## src/rtl/pll_lock_manager.sv

```systemverilog
// PLL supervisor: drives RESETB, waits for lock with bounded retries, and only
// releases sys_reset once lock has been continuously stable.
module pll_lock_manager #(
   parameter int RST_CYCLES    = 16,
   parameter int LOCK_TIMEOUT  = 12000,
   parameter int STABLE_CYCLES = 1200,
   parameter int MAX_RETRIES   = 3,
   parameter int CNT_W         = 8
) (
   input  logic             clock_in,
   input  logic             reset,
   input  logic             enable,
   input  logic             pll_locked,
   output logic             pll_resetb,
   output logic             sys_reset,
   output logic             locked_stable,
   output logic             fault,
   output logic [2:0]       state,
   output logic [CNT_W-1:0] loss_count
);

   localparam int MAX_A = (RST_CYCLES > LOCK_TIMEOUT) ? RST_CYCLES : LOCK_TIMEOUT;
   localparam int MAX_T = (MAX_A > STABLE_CYCLES) ? MAX_A : STABLE_CYCLES;
   localparam int TW    = (MAX_T > 1) ? $clog2(MAX_T) : 1;
   localparam int RW    = (MAX_RETRIES > 0) ? $clog2(MAX_RETRIES + 1) : 1;

   localparam logic [TW-1:0] T_RST    = TW'(RST_CYCLES - 1);
   localparam logic [TW-1:0] T_LOCK   = TW'(LOCK_TIMEOUT - 1);
   localparam logic [TW-1:0] T_STABLE = TW'(STABLE_CYCLES - 1);
   localparam logic [RW-1:0] R_MAX    = RW'(MAX_RETRIES);

   typedef enum logic [2:0] {
      IDLE      = 3'd0,
      PLL_RST   = 3'd1,
      WAIT_LOCK = 3'd2,
      SETTLE    = 3'd3,
      RUN       = 3'd4,
      FAULT     = 3'd5
   } state_t;

   state_t        cur, nxt;
   logic [TW-1:0] timer;
   logic [RW-1:0] retry;
   logic          lock_m, lock_s;

   assign state = cur;

   always_comb begin
      nxt = IDLE;
      case (cur)
         IDLE:      nxt = PLL_RST;
         PLL_RST:   nxt = (timer == T_RST) ? WAIT_LOCK : PLL_RST;
         WAIT_LOCK: begin
            if (lock_s)                nxt = SETTLE;
            else if (timer == T_LOCK)  nxt = (retry == R_MAX) ? FAULT : PLL_RST;
            else                       nxt = WAIT_LOCK;
         end
         SETTLE: begin
            if (!lock_s)                nxt = WAIT_LOCK;
            else if (timer == T_STABLE) nxt = RUN;
            else                        nxt = SETTLE;
         end
         RUN:       nxt = lock_s ? RUN : PLL_RST;
         FAULT:     nxt = FAULT;
         default:   nxt = IDLE;
      endcase
      if (!enable) nxt = IDLE;
   end

   always_ff @(posedge clock_in or posedge reset) begin
      if (reset) begin
         lock_m        <= 1'b0;
         lock_s        <= 1'b0;
         cur           <= IDLE;
         timer         <= '0;
         retry         <= '0;
         loss_count    <= '0;
         pll_resetb    <= 1'b0;
         sys_reset     <= 1'b1;
         locked_stable <= 1'b0;
         fault         <= 1'b0;
      end else begin
         lock_m <= pll_locked;
         lock_s <= lock_m;
         cur    <= nxt;
         timer  <= (!enable || nxt != cur) ? '0 : timer + TW'(1);

         if (!enable)
            retry <= '0;
         else if (cur == WAIT_LOCK && nxt == PLL_RST)
            retry <= retry + RW'(1);
         else if (cur == SETTLE && nxt == RUN)
            retry <= '0;

         // loss_count survives enable=0; only a true lock drop in RUN counts
         if (enable && cur == RUN && nxt == PLL_RST && loss_count != {CNT_W{1'b1}})
            loss_count <= loss_count + CNT_W'(1);

         pll_resetb    <= (nxt == WAIT_LOCK) || (nxt == SETTLE) || (nxt == RUN);
         sys_reset     <= (nxt != RUN);
         locked_stable <= (nxt == RUN);
         fault         <= (nxt == FAULT);
      end
   end

endmodule

```

## config.mk

```make
export PLATFORM = sky130hd
export DESIGN_NAME = pll_lock_manager
export DESIGN_NICKNAME = d
export VERILOG_FILES = /design/src/rtl/pll_lock_manager.sv
export SDC_FILE = /design/constraint.sdc
export NUM_CORES = 1
export LEC_CHECK = 0
export CORE_MARGIN = 2
export CORE_UTILIZATION = 30
export CTS_BUF_LIST = sky130_fd_sc_hd__clkbuf_4 sky130_fd_sc_hd__clkbuf_8
export CTS_CLUSTER_DIAMETER = 150
export DETAILED_ROUTE_END_ITERATION = 8
export PLACE_DENSITY = 0.59
export SYNTH_ARGS = -nofsm -noshare
export SYNTH_HDL_FRONTEND = slang
export SYNTH_SLANG_ARGS = --single-unit
```

## constraint.sdc

```tcl
create_clock -name clock_in -period 3.5 [get_ports clock_in]
set_clock_uncertainty 0.15 [all_clocks]
set_input_delay 0.7 -clock clock_in [delete_from_list [all_inputs] [get_ports clock_in]]
set_output_delay 0.7 -clock clock_in [all_outputs]
set_load 0.01 [all_outputs]
```

==> qor.yml, run 1 <==
switching_share_pct: 22.6
drive_above_1_share_pct: 9.05
slew_violations: 0
m1WireLength_mm: 1.74
fmax_ghz: 0.415
drcViolationCount: 0
final_area_sq_um: 2160
ant_nets: 0
ys_top_cells_by_count: "32 x dfrtp_1, 15 x xnor2_1, 14 x a211oi_1"
synth_most_common_cell: "dfrtp_1"
syn_avg_cell_area_sq_um: 10.1
drt_wl_total_mm: 3.73
pwr-share-comb_pct: 4.2
io_pins: 19
p_int_mw: 0.609
clock_path_buffers: 2
reg2reg_to: "loss_count[1]"
h-tree-depth: 2
reg2reg_slack_ns: 1.09
fin_setup_tns_ns: 0
top_layer_used: "met4"
grt_antenna_before_repair: 0
clock_latency_ns: 0.29
die_area_sq_um: 6640
io_buffers: 18
vias: 1424
instances_no_fill: 274
min_from: "lock_m"
tightest_slew_ns: 0.582
ys_seq_area_share_pct: 45.9
rsz0062_at_grt: "no"
critPathCaptureType: "flip-flop"
maxCapViolations: 0
power_density_nw_per_um2: 364
dpl.cell_count: 266
die_w_um: 81.5
grt_remaining_overflow: 0
ys_seq_elements: 33
clockRootBuffer: "clkbuf_8"
die_y_um: 81.5
n_fill_cell: 577
drtIter0Drc: 128
nets: 205
rows: 28
arrival_ns: 2.44
post_cts_buffers: 0
synth_flop_cell: "dfrtp_1"
synth_fp_nets: 186
path_max_fanout: 15
seqPwrFrac_pct: 49.5
hold_path.class: "reg2reg"
p_leak_nw: 0.865
syn_area_sq_um: 1800
finalWorstSetupSlack_ns: 1.09
routedWlPerCell_um: 13.6
p_switching_mw: 0.178
n_antenna_cell: 0
synth_edf_count: 0
power_mw: 0.787
dp_slack_ns: 0.925
start_kind: "flip-flop"
place_area_sq_um: 2050
area_delta_synth_final_pct: 20.2
hold_end: "lock_s"
finalSetupViolCount: 0
async_reset_ff_share_pct: 100
globalplace.congestion: 0.823
cts_hold_buf: 0
maxSlewHeadroom_pct: 60.8
fin_crit_ns: 2.41
initial_core_util_pct: 30.8
dp.final_hpwl_mm: 2.56
cts_resized: 0
wl_met2_mm: 1.73
ys_types: 42
outcome: "finished clean"
power.share.clock_pct: 46.3
synth.top_cell.area_share_pct: 44.5
syn-instance-count: 179
clock-sinks: 33
core-area_sq_um: 5850
fin_crit_sh_pct: 68.9
via_per_inst: 5.20
crit_type: "reg2reg"
grt_pass1_vias: 1415
path_clk_slew_ns: 0.07
required_ns: 3.53
met3_length_um: 176
yosysWarnings: 0
yosys-top-cells-area: "dfrtp_1 44%, xnor2_1 7.3%, a211oi_1 5.8%"
grt_usage_pct: 13.1
grt_pass1_wl_mm: 6.64
hold_depth: 0
grt_max_degree: 34
firstDrtPassIters: 4
rr_worst_depth: 4
reg2reg_from: "state[1]"
cts_buffers: 5
hold_violations: 0
cts_tree: "built"
synth.largest_area_cell: "dfrtp_1"
ir_drop_v: 0.000148
-- cells by family after synthesis --
group,after synthesis,share of synthesized area [%]
AOI/OAI and AO/OA,35,14.3
and+or+nand+nor,69,22.7
buffers and inverters,18,4.52
xor gates and xnor gates,19,9.24
muxes,2,1.18
DFF,33,45.9
adders and majority gates,3,2.09
-- layer usage --
metal / up-vias / GRT usage (%)
met1: 693 / 16.1
li1: 689 / -
met5: - / 0
met2: 35 / 21.6
met3: 7 / 4.40
met4: 0 / 4.41
-- worst max-delay path by stage --
stage | from | endpoint | slack, ns | cells past startpoint
4_1_cts | state[1] | loss_count[1] | 1.07 | 4
6_report | state[1] | loss_count[1] | 1.09 | 4
3_3_place_gp | enable | timer[2] | 1.01 | 7
2_1_floorplan | state[2] | loss_count[1] | 1.30 | 5
3_5_place_dp | enable | timer[4] | 0.93 | 7
5_1_grt | timer[0] | timer[13] | 0.97 | 7
-- power groups by stage --
stage	registers (mW)	logic [mW]	clock network [mW]
6_report	0.390	0.0331	0.364
5_1_grt	0.390	0.0383	0.386
4_1_cts	0.390	0.0342	0.373
3_5_place_dp	0.397	0.0342	0
3_3_place_gp	0.397	0.0336	0
2_1_floorplan	0.395	0.0211	0
-- sequential cells by signal, indices dropped and copies added, names as in the netlist --
signal and count:
pll_resetb 1, retry 2, timer 14, lock_m 1
fault 1, locked_stable 1, sys_reset 1, lock_s 1
state 3, loss_count 8
-- critical path, stage by stage, from the launching register on --
cell and delay, ns:
dfrtp_1 0.54, or4b_1 0.53, a41o_1 0.27, a211oi_4 0.43, mux2_2 0.39
-- cells in the final DEF, fill, tap and decap left out, drive strengths merged, types with 2 or more instances in the layout --
master and n:
nor4b 2, o21ai 3, inv 9, xnor2 15
o22ai 3, nand4 5, nand2 12, and3 9
and4 3, a31oi 3, clkbuf 5, xor2 4
a211oi 15, o211ai 2, dfrtp 32, ha 3
nand3 12, a21oi 4, buf 3, nor4 5
clkdlybuf4s50 18, nand2b 2, a32oi 2, nor2 11
-- area by class of cell --
type	instances	area [sq um]	share of cell area, %
clock buffer	5	68.8	3.18
clock inverter	3	46.3	2.14
inverter	9	33.8	1.56
multi-input combinational	128	892	41.2
sequential	33	827	38.2
tap	75	93.8	4.34
timing repair buffer	21	203	9.36
-- stage by stage --
step / util, % / hold slack (ns)
CTS: 37.0 / 0.203
global route: 37.0 / 0.213
global placement: 35.0 / 0.184
floorplan: - / 0.181
detailed placement: 35.0 / 0.186
finish: 37.0 / 0.200
Note: power is estimated with default switching activity, not from simulation.
==> run 2: changes to the inputs <==
- clock period: 3.5 -> 2.5 ns (I/O delays scaled with it)
==> run 2 against run 1 <==
Compared with the run above:
- global-route usage fell by 0.33 points
- register-to-register slack worse by 0.91 ns
- critical endpoint unchanged
- largest cell class unchanged
- fmax up 3.7%
- combinational power grew 60%
- sequential share of layout area fell by 1.2 points
- worst setup slack worse by 0.91 ns
==> qor.yml, run 2 (synthesized netlist as in run 1, its figures left out) <==
outcome: "finished clean"
initial_core_util_pct: 30.8  # unchanged
reg2reg_to: "loss_count[1]"
m1WireLength_mm: 1.73  # -0.12%
h-tree-depth: 2  # unchanged
arrival_ns: 2.35  # -0.09 ns
via_per_inst: 5.04  # -3.0%
min_from: "lock_m"
n_antenna_cell: 0  # unchanged
globalplace.congestion: 0.773  # -6.0%
clock_path_buffers: 2  # unchanged
grt_pass1_wl_mm: 6.46  # -2.8%
maxSlewHeadroom_pct: 64.3  # +3.5 points
clockRootBuffer: "clkbuf_8"
clock_latency_ns: 0.29  # about the same
met3_length_um: 169  # -4.0%
mostFrequentLayoutCells: "32 x dfrtp_1, 18 x clkdlybuf4s50_1, 15 x xnor2_1"
ant_nets: 0  # unchanged
clock-sinks: 33  # unchanged
fin_crit_sh_pct: 93.0  # +24 points
rows: 28  # unchanged
hold_violations: 0  # unchanged
path_max_fanout: 9  # -6
maxCapViolations: 0  # unchanged
cts_tree: "built"
drive_above_1_share_pct: 11.3  # +2.2 points
routedWlPerCell_um: 13.2  # -2.7%
final_common_cell: "dfrtp_1"
io_pins: 19  # unchanged
grt_max_degree: 34  # unchanged
p_leak_nw: 0.909  # +5.1%
finalSetupViolCount: 0  # unchanged
firstDrtPassIters: 4  # unchanged
die_y_um: 81.5  # unchanged
grt_remaining_overflow: 0  # unchanged
fin_crit_ns: 2.33  # -0.0866 ns
grt_pass1_vias: 1408  # -0.49%
top_layer_used: "met4"
rr_worst_depth: 4  # unchanged
reg2reg_from: "state[0]"
grt_antenna_before_repair: 0  # unchanged
drtIter0Drc: 75  # -41%
dp.final_hpwl_mm: 2.62  # +2.2%
vias: 1406  # -1.3%
start_kind: "flip-flop"
power_density_nw_per_um2: 533  # +47%
cts_hold_buf: 0  # unchanged
path_clk_slew_ns: 0.07  # about the same
fmax_ghz: 0.430  # +3.7%
hold_path.class: "reg2reg"
core-area_sq_um: 5850  # unchanged
wl_met2_mm: 1.71  # -1.6%
die_area_sq_um: 6640  # unchanged
final_core_util_pct: 38.2  # +1.2 points
crit_path_end: "loss_count[1]"
nets: 210  # +2.4%
crit_type: "reg2reg"
area_delta_synth_final_pct: 24.0
tightest_slew_ns: 0.530  # -0.0521 ns
max_flop_register: "timer"
rsz0062_at_grt: "no"
drt_wl_total_mm: 3.69  # -0.91%
cp-startpoint: "state[0]"
required_ns: 2.53  # -1.00 ns
reg2reg_slack_ns: 0.17  # -0.91 ns
critPathCaptureType: "flip-flop"
grt_usage_pct: 12.8  # -0.33 points
post_cts_buffers: 0  # unchanged
ir_drop_v: 0.000203  # +38%
largest_reg_flops: 14  # unchanged
cts_resized: 0  # unchanged
drcViolationCount: 0  # unchanged
die_w_um: 81.5  # unchanged
slew_violations: 0  # unchanged
cts_buffers: 5  # unchanged
fin_setup_tns_ns: 0  # unchanged
io_buffers: 18  # unchanged
[run 2: how the worst min path moves through the flow]
stage / slack [ns] / endpoint / cells after the start
floorplan: 0.18 / lock_s / 0
global placement: 0.20 / lock_s / 0
detailed placement: 0.21 / lock_s / 0
CTS: 0.22 / lock_s / 0
global route: 0.22 / lock_s / 0
finish: 0.23 / lock_s / 0
[run 2: final cells by class]
cell class | instances | area (sq um)
clock buffer | 5 | 68.8
inverter | 9 | 33.8
fill | 573 | 3620
tap | 75 | 93.8
timing repair buffer | 26 | 253
sequential | 33 | 827
clock inverter | 3 | 65.1
multi-input combinational | 128 | 892
[run 2: worst max-delay path, cell delays in order (launching register included)]
cell      delay (ns)
dfrtp_1         0.46
or4b_1          0.53
a41o_1          0.27
a211oi_4        0.42
mux2_2          0.38
[run 2: report_power, final]
group / switching, mW / leakage (nW) / total, mW / internal, mW
clock network: 0.197 / 0.0681 / 0.593 / 0.396
logic: 0.0328 / 0.394 / 0.0531 / 0.0203
registers: 0.00524 / 0.448 / 0.544 / 0.539
[run 2: metal layers]
metal	track usage, %	vias to the layer above
met2	20.4	31
li1	-	703
met3	4.29	9
met5	0	-
met4	6.10	0
met1	15.4	663
[run 2: per-stage QoR]
stage	setup slack (ns)	cells	hold slack [ns]	cell area, sq um	total power, mW
2_1_floorplan	0.298	179	0.181	1800	0.583
3_3_place_gp	0.153	271	0.195	2100	0.608
3_5_place_dp	0.148	271	0.212	2100	0.608
4_1_cts	0.160	279	0.223	2230	1.21
5_1_grt	0.0733	279	0.225	2230	1.24
6_report	0.174	279	0.230	2230	1.19
